## src/rtl/led_pkg.sv

```systemverilog
// Shared types and constants for the LED frame reader: FSM encoding,
// pixel/address widths, default WS2812 timing, and the per-channel dimmer.
package led_pkg;

    localparam int PIX_W  = 24;
    localparam int ADDR_W = 8;

    localparam int DEF_N_LEDS  = 20;
    localparam int DEF_BIT_CYC = 15;
    localparam int DEF_T0H_CYC = 4;
    localparam int DEF_T1H_CYC = 8;
    localparam int DEF_RST_CYC = 960;

    typedef enum logic [2:0] {
        ST_IDLE,
        ST_FETCH,
        ST_WAIT,
        ST_LOAD,
        ST_SEND,
        ST_LATCH
    } state_t;

    // Logical right shift of each 8-bit colour channel by sh.
    function automatic logic [PIX_W-1:0] dim_word(input logic [PIX_W-1:0] w,
                                                  input logic [1:0] sh);
        logic [PIX_W-1:0] r;
        for (int i = 0; i < 3; i++) r[i*8 +: 8] = w[i*8 +: 8] >> sh;
        return r;
    endfunction

endpackage

```

## src/rtl/led_frame_reader_if.sv

```systemverilog
// Pattern ROM read port: registered address/read-enable from the reader,
// read data returned by the ROM two edges after the enable is seen.
interface led_frame_reader_if;
    import led_pkg::*;

    logic [ADDR_W-1:0] o_addr;
    logic              o_ren;
    logic [PIX_W-1:0]  i_data;

    modport master (output o_addr, output o_ren, input i_data);
    modport slave  (input o_addr, input o_ren, output i_data);
endinterface

```

## src/rtl/ws2812_bit_tx.sv

```systemverilog
// One WS2812 bit cell: a strobe starts a BIT_CYC-long period whose high time
// is chosen by i_bit, which must stay stable for the whole period.
// o_bit_end is high in the last cycle so the next strobe lands with no gap.
module ws2812_bit_tx #(
    parameter int BIT_CYC = 15,
    parameter int T0H_CYC = 4,
    parameter int T1H_CYC = 8
)(
    input  logic i_clk,
    input  logic i_rst_n,
    input  logic i_stb,
    input  logic i_bit,
    output logic o_dout,
    output logic o_bit_end
);
    localparam int CW = $clog2(BIT_CYC);

    logic          active;
    logic [CW-1:0] cnt;
    logic [CW-1:0] cnt_inc;
    logic [CW-1:0] hi_len;

    assign cnt_inc   = cnt + CW'(1);
    assign hi_len    = i_bit ? CW'(T1H_CYC) : CW'(T0H_CYC);
    assign o_bit_end = active && (cnt == CW'(BIT_CYC - 1));

    // Cycle counter and registered line level for the current bit cell.
    always_ff @(posedge i_clk or negedge i_rst_n) begin
        if (!i_rst_n) begin
            active <= 1'b0;
            cnt    <= '0;
            o_dout <= 1'b0;
        end else if (i_stb) begin
            active <= 1'b1;
            cnt    <= '0;
            o_dout <= 1'b1;
        end else if (o_bit_end) begin
            active <= 1'b0;
            o_dout <= 1'b0;
        end else if (active) begin
            cnt    <= cnt_inc;
            o_dout <= (cnt_inc < hi_len);
        end
    end

endmodule

```

## src/rtl/led_frame_reader.sv

```systemverilog
// Reads N_LEDS GRB words from the pattern ROM starting at i_base and sends
// them MSB first as a WS2812 stream, followed by an RST_CYC latch gap.
// The next pixel is prefetched during bit 12 so pixels run back to back.
// Optional build macro LED_READER_DIM_EN adds the i_dim channel dimmer.
module led_frame_reader
    import led_pkg::*;
#(
    parameter int N_LEDS  = DEF_N_LEDS,
    parameter int BIT_CYC = DEF_BIT_CYC,
    parameter int T0H_CYC = DEF_T0H_CYC,
    parameter int T1H_CYC = DEF_T1H_CYC,
    parameter int RST_CYC = DEF_RST_CYC
)(
    input  logic              i_clk,
    input  logic              i_rst_n,
    input  logic              i_start,
    input  logic [ADDR_W-1:0] i_base,
`ifdef LED_READER_DIM_EN
    input  logic [1:0]        i_dim,
`endif
    output logic              o_busy,
    output logic              o_done,
    output logic              o_dout,
    led_frame_reader_if.master rom
);
    localparam int         LW       = $clog2(RST_CYC) + 1;
    localparam logic [7:0] LAST_PIX = 8'(N_LEDS - 1);

    state_t            state, state_nxt;
    logic [2:0]        vld_pipe;          // [0] is o_ren; [2] marks the capture edge
    logic [ADDR_W-1:0] addr_q, addr_d, base_q;
    logic [PIX_W-1:0]  shreg, hold, cap_word;
    logic [4:0]        bit_idx;
    logic [7:0]        pix;
    logic [LW-1:0]     latch_cnt;
    logic              ren_d, busy_d, done_d, tx_stb, bit_end;
    logic              start_ok, last_pix, frame_end, latch_done;

    assign rom.o_addr = addr_q;
    assign rom.o_ren  = vld_pipe[0];

    assign start_ok   = (state == ST_IDLE) && i_start;
    assign last_pix   = (pix == LAST_PIX);
    assign frame_end  = bit_end && (bit_idx == 5'd0) && last_pix;
    assign latch_done = (latch_cnt == LW'(RST_CYC - 1));

`ifdef LED_READER_DIM_EN
    logic [1:0] dim_q;

    // Dim amount is held for the whole frame.
    always_ff @(posedge i_clk or negedge i_rst_n) begin
        if (!i_rst_n)      dim_q <= 2'd0;
        else if (start_ok) dim_q <= i_dim;
    end

    assign cap_word = dim_word(rom.i_data, dim_q);
`else
    assign cap_word = rom.i_data;
`endif

    // State register.
    always_ff @(posedge i_clk or negedge i_rst_n) begin
        if (!i_rst_n) state <= ST_IDLE;
        else          state <= state_nxt;
    end

    // Next-state decode.
    always_comb begin
        state_nxt = state;
        unique case (state)
            ST_IDLE:  if (i_start)    state_nxt = ST_FETCH;
            ST_FETCH:                 state_nxt = ST_WAIT;
            ST_WAIT:                  state_nxt = ST_LOAD;
            ST_LOAD:                  state_nxt = ST_SEND;
            ST_SEND:  if (frame_end)  state_nxt = ST_LATCH;
            ST_LATCH: if (latch_done) state_nxt = ST_IDLE;
            default:                  state_nxt = ST_IDLE;
        endcase
    end

    // Next values of the registered outputs and the bit-cell strobe.
    always_comb begin
        ren_d  = 1'b0;
        addr_d = addr_q;
        busy_d = o_busy;
        done_d = 1'b0;
        tx_stb = 1'b0;
        if (start_ok) begin
            ren_d  = 1'b1;
            addr_d = i_base;
            busy_d = 1'b1;
        end
        // Prefetch the next pixel as bit 12 of the current one begins.
        if (state == ST_SEND && bit_end && bit_idx == 5'd13 && !last_pix) begin
            ren_d  = 1'b1;
            addr_d = base_q + pix + 8'd1;
        end
        if (state == ST_LOAD || (state == ST_SEND && bit_end && !frame_end))
            tx_stb = 1'b1;
        if (state == ST_LATCH && latch_done) begin
            done_d = 1'b1;
            busy_d = 1'b0;
        end
    end

    // Output registers, ROM read pipeline, shift/holding registers, counters.
    always_ff @(posedge i_clk or negedge i_rst_n) begin
        if (!i_rst_n) begin
            vld_pipe  <= '0;
            addr_q    <= '0;
            o_busy    <= 1'b0;
            o_done    <= 1'b0;
            base_q    <= '0;
            hold      <= '0;
            shreg     <= '0;
            bit_idx   <= '0;
            pix       <= '0;
            latch_cnt <= '0;
        end else begin
            vld_pipe <= {vld_pipe[1:0], ren_d};
            addr_q   <= addr_d;
            o_busy   <= busy_d;
            o_done   <= done_d;
            if (start_ok)    base_q <= i_base;
            if (vld_pipe[2]) hold   <= cap_word;
            if (state == ST_LOAD) begin
                shreg   <= cap_word;
                bit_idx <= 5'd23;
                pix     <= 8'd0;
            end else if (state == ST_SEND && bit_end) begin
                if (bit_idx == 5'd0) begin
                    shreg   <= hold;
                    bit_idx <= 5'd23;
                    pix     <= pix + 8'd1;
                end else begin
                    shreg   <= {shreg[PIX_W-2:0], 1'b0};
                    bit_idx <= bit_idx - 5'd1;
                end
            end
            latch_cnt <= (state == ST_LATCH) ? latch_cnt + LW'(1) : '0;
        end
    end

    // The current bit is always the shift register MSB.
    ws2812_bit_tx #(
        .BIT_CYC (BIT_CYC),
        .T0H_CYC (T0H_CYC),
        .T1H_CYC (T1H_CYC)
    ) u_tx (
        .i_clk     (i_clk),
        .i_rst_n   (i_rst_n),
        .i_stb     (tx_stb),
        .i_bit     (shreg[PIX_W-1]),
        .o_dout    (o_dout),
        .o_bit_end (bit_end)
    );

endmodule

```

## src/flat_wrapper.sv

```systemverilog
// flat-port wrapper written by rule: the top's interface ports become plain ports
module led_frame_reader_flat import led_pkg::*;
#(
    parameter int N_LEDS  = DEF_N_LEDS,
    parameter int BIT_CYC = DEF_BIT_CYC,
    parameter int T0H_CYC = DEF_T0H_CYC,
    parameter int T1H_CYC = DEF_T1H_CYC,
    parameter int RST_CYC = DEF_RST_CYC
)
  (i_clk, i_rst_n, i_start, i_base, o_busy, o_done, o_dout, rom_o_addr, rom_o_ren, rom_i_data);
  led_frame_reader_if rom_i ();
  input  logic i_clk;
  input  logic i_rst_n;
  input  logic i_start;
  input  logic [ADDR_W-1:0] i_base;
  output logic o_busy;
  output logic o_done;
  output logic o_dout;
  output wire logic [$bits(rom_i.o_addr)-1:0] rom_o_addr;
  output wire logic [$bits(rom_i.o_ren)-1:0] rom_o_ren;
  input wire logic [$bits(rom_i.i_data)-1:0] rom_i_data;
  assign rom_o_addr = rom_i.o_addr;
  assign rom_o_ren = rom_i.o_ren;
  assign rom_i.i_data = rom_i_data;
  led_frame_reader #(.N_LEDS(N_LEDS), .BIT_CYC(BIT_CYC), .T0H_CYC(T0H_CYC), .T1H_CYC(T1H_CYC), .RST_CYC(RST_CYC)) u_core (.i_clk(i_clk), .i_rst_n(i_rst_n), .i_start(i_start), .i_base(i_base), .o_busy(o_busy), .o_done(o_done), .o_dout(o_dout), .rom(rom_i));
endmodule
```

## config.mk

```make
export PLATFORM = sky130hd
export DESIGN_NAME = led_frame_reader_flat
export DESIGN_NICKNAME = d
export VERILOG_FILES = /design/src/rtl/led_pkg.sv /design/src/rtl/led_frame_reader_if.sv /design/src/rtl/ws2812_bit_tx.sv /design/src/rtl/led_frame_reader.sv /design/src/flat_wrapper.sv
export SDC_FILE = /design/constraint.sdc
export NUM_CORES = 1
export LEC_CHECK = 0
export BUFFER_PORTS_ARGS = -buffer_cell sky130_fd_sc_hd__clkbuf_2
export CAP_MARGIN = 20
export CORE_MARGIN = 3
export CORE_UTILIZATION = 52
export CTS_BUF_LIST = sky130_fd_sc_hd__clkbuf_2
export DETAILED_ROUTE_END_ITERATION = 12
export PLACE_DENSITY = 0.77
export SYNTH_ARGS = -nofsm -noshare
export SYNTH_HDL_FRONTEND = slang
export SYNTH_SLANG_ARGS = --single-unit
```

## constraint.sdc

```tcl
create_clock -name i_clk -period 2.35 [get_ports i_clk]
set_input_delay 0.1175 -clock i_clk [delete_from_list [all_inputs] [get_ports i_clk]]
set_output_delay 0.1175 -clock i_clk [all_outputs]
set_load 0.03 [all_outputs]
```

==> results by group <==
Critical path
  – CP max stage delay: approximately 0.49 ns
  – CP max-delay cell: dfrtp_1
  – Critical Path Start: u_core.pix[0]
  – Worst Setup End Kind: register
  – Critical path cell sequence: inv_1 > ha_1 > fa_1 > nor2b_1 > o221ai_1 > a21oi_1 > xor2_1 > a221o_1
  – CP Buf/Inv Count: 1
  – R2R Path Start: u_core.pix[0]
  – CP Data Required Time: 2.80 ns
  – Max Fanout on Critical Path: 6
  – Crit path DAT: 2.66 ns
  – R2R cell count: 8
  – Flop-to-flop setup slack: 0.14 ns
  – CP top delay family: compound AO/OA/AOI/OAI gates
  – Reg-to-reg critical path endpoint: u_core.rom.o_addr[6]
  – Setup CP Type: register to register
  – CP Launch Type: register

Place
  – IO buf count: 46
  – RePlAce Congestion: 0.8289
  – Hpwl dp: 7139 um
  – Dpl ws: about 0.16 ns

Die
  – Die W: 103.1 um
  – Row count: 34
  – Starting density of the core: a little over half
  – Die Ht: 103.1 um
  – Die area: 10,620 um2
  – Total core area: about 8900 um2
  – Top Ports: 47

Synthesis
  – Avg Cell Area, Syn: ~11 um2
  – Post-synth EDFFs: 0
  – Most common flop cell mapped by yosys: dfrtp_1
  – Synthesis Warnings: 0
  – Area contributors post-synth: dfrtp_1 (52%), mux2_2 (7.1%), nand2_1 (5.0%), ha_1 (3.6%), a221o_1 (3.3%)
  – #FFs+latches synth: 102
  – Synth async-reset ratio: 100.0%
  – Post-Syn Area: 4900 um2
  – Area fraction of the dominant cell type after synthesis: 52.09%
  – Sequential area share after synthesis: ~52%
  – Unique masters post-synth: between 40 and 50
  – Post-synth net total: 514
  – Area leader, netlist: dfrtp_1
  – Synthesized instance count: 464

Clocking
  – # clock sinks: around 100
  – Root Buffer: clkbuf_2
  – CTS tree: yes
  – CTS Buf Count: 9
  – Clock slew seen by the registers of the worst setup and hold paths: 0.27 ns
  – CTS H-tree lvls: 3
  – Clk buf depth: 2
  – Clk_lat worst skew: 0.56 ns

STA
  – Highest Clock Rate: 0.4520 GHz
  – Final critical-path required period: 2.212 ns
  – Slew @ Worst Pin: around 1 ns
  – Hold Fails Final Rpt: 0
  – TNS Setup: 0 ns
  – Final slew viol count: 0
  – Setup WS post-layout: 0.1377 ns
  – Clk_skew: 0.03248 ns
  – RSZ-0062 raised after global routing: false
  – Final setup fails: 0
  – Relative slew slack: 34.45%
  – Fin crit share: 94.14%
  – Hold slack: 0.3369 ns

Run
  – Max Cap Viol: 0

Pwr
  – VDD IR-drop max: 0.3944 mV
  – Pleak: 2.635 nW
  – Pwr/cell area: approximately 500 nW/um2

Route
  – Wire length per cell: 16.13 um
  – DRT Wirelength: ~11,000 um
  – Drc violations: 0
  – Routed via count: roughly 3,800
  – Antenna-violating nets left: 0
  – Pre-antenna DRT Iters: 5
  – DRT iter0 DRCs: 256
  – Vias per cell: 5.805

Global route
  – Wire length of the first global-routing pass: 17,770 um
  – Vias in the first global route: 3,751
  – Top Usage Layer GRT: met2
  – Initial antenna violation count: 0
  – GRT Residual Overflow: 0
  – Total GRT Usage: 21.48%
  – Routing usage on met1: 28.87%
  – Met3 Track Usage GR: under 10%
  – GR Util met2: 34.83%
  – Largest net degree at the start of global routing: between 40 and 50

Worst hold path
  – Min-delay src: rom_i_data[2]
  – Hold Path Stages: 3
  – Hold EP: u_core.shreg[2]
  – Tightest Hold Check Type: primary input to register

Run status
  – Status: complete, no violations

Final layout
  – Share of cells above drive strength 1: 22.77%
  – Most common cell after layout, fill and taps aside: dfrtp_1
  – Most frequent cells in the layout: dfrtp_1 (102), nand2_1 (65), clkbuf_2 (55), dlygate4sd3_1 (35), nor2_1 (32)
  – Nets: about 600
  – Area Growth Syn to Fin: 17.67%
[power by group]
part           total [mW]  switching, mW  leakage [nW]  internal, mW
logic               0.230          0.108          1.28         0.122
registers            1.84         0.0310          1.29          1.81
clock network       0.786          0.549        0.0652         0.237
total                2.86          0.688          2.63          2.17
[cell type report]
type                       instances  area (um2)
fill                             695        3168
sequential                       102        2552
multi-input combinational        323        2221
timing repair buffer              95       700.7
tap                              108       135.1
inverter                          14       52.55
clock inverter                     5       51.30
clock buffer                      10       50.05
antenna                            1       2.502
[logic make-up after synthesis]
kind of cell               Yosys count  share of synthesized area [%]
xor gates and xnor gates            22                          3.932
and+or+nand+nor                    171                          16.93
DFF                                102                          52.09
buffers and inverters               39                          3.013
adders and majority gates           15                          3.984
AOI/OAI and AO/OA                   82                          12.51
muxes                               33                          7.533
[cells in the mapped netlist (all sizes together) (4+ instances only)]
master / instances
xnor2: 12
nor2: 32
ha: 14
a221o: 16
mux2: 31
inv: 14
o221a: 11
nor3: 7
clkbuf: 24
nand2: 65
o21ai: 13
and2: 4
a21oi: 27
and3: 8
xor2: 10
nand3: 25
or3: 5
dfrtp: 102
[worst min-delay path, cell delays in order]
cell,delay [ns]
dlygate4sd3_1,0.54
clkbuf_2,0.11
a221o_1,0.13
[registers in the layout, summed over array words and instances, names as in the netlist, 4 cells and up]
name,flops
u_core.base_q,8
u_core.bit_idx,5
u_core.hold,24
u_core.latch_cnt,11
u_core.pix,8
u_core.rom.o_addr,8
u_core.shreg,24
u_core.u_tx.cnt,4
[metal layers]
| layer | vias to the layer above | part of all wire (%) |
|---|---|---|
| met5 | - | 0 |
| li1 | 1804 | - |
| met3 | 12 | 4.2 |
| met1 | 1911 | 44 |
| met2 | 93 | 50 |
| met4 | 0 | 1.1 |
[worst max-delay path by stage]
stage	cells past startpoint	slack (ns)	endpoint
detailed placement	7	0.16	u_core.pix[6]
floorplan	7	0.20	u_core.pix[3]
finish	8	0.14	u_core.rom.o_addr[6]
global route	8	0.003	u_core.rom.o_addr[6]
CTS	7	0.12	u_core.pix[6]
global placement	8	0.23	u_core.rom.o_addr[6]
[metrics by stage]
stage          instances  cell area [um2]  power, mW  utilization [%]
6_report             658             5766      2.859            64.54
5_1_grt              657             5763      2.985            64.51
4_1_cts              656             5747      2.888            64.33
3_5_place_dp         607             5305      2.058            59.38
3_3_place_gp         607             5305      2.047            59.38
2_1_floorplan        464             4900      1.951                -
[what timing repair did]
action                                  4_1_cts  5_1_grt
hold buffers                                 34        1
endpoints found under the hold margin       167        4
setup buffers                                 0        0
endpoints found under the setup margin        0        1
resized for setup                             0        1
(Power assumes the default switching activity.)
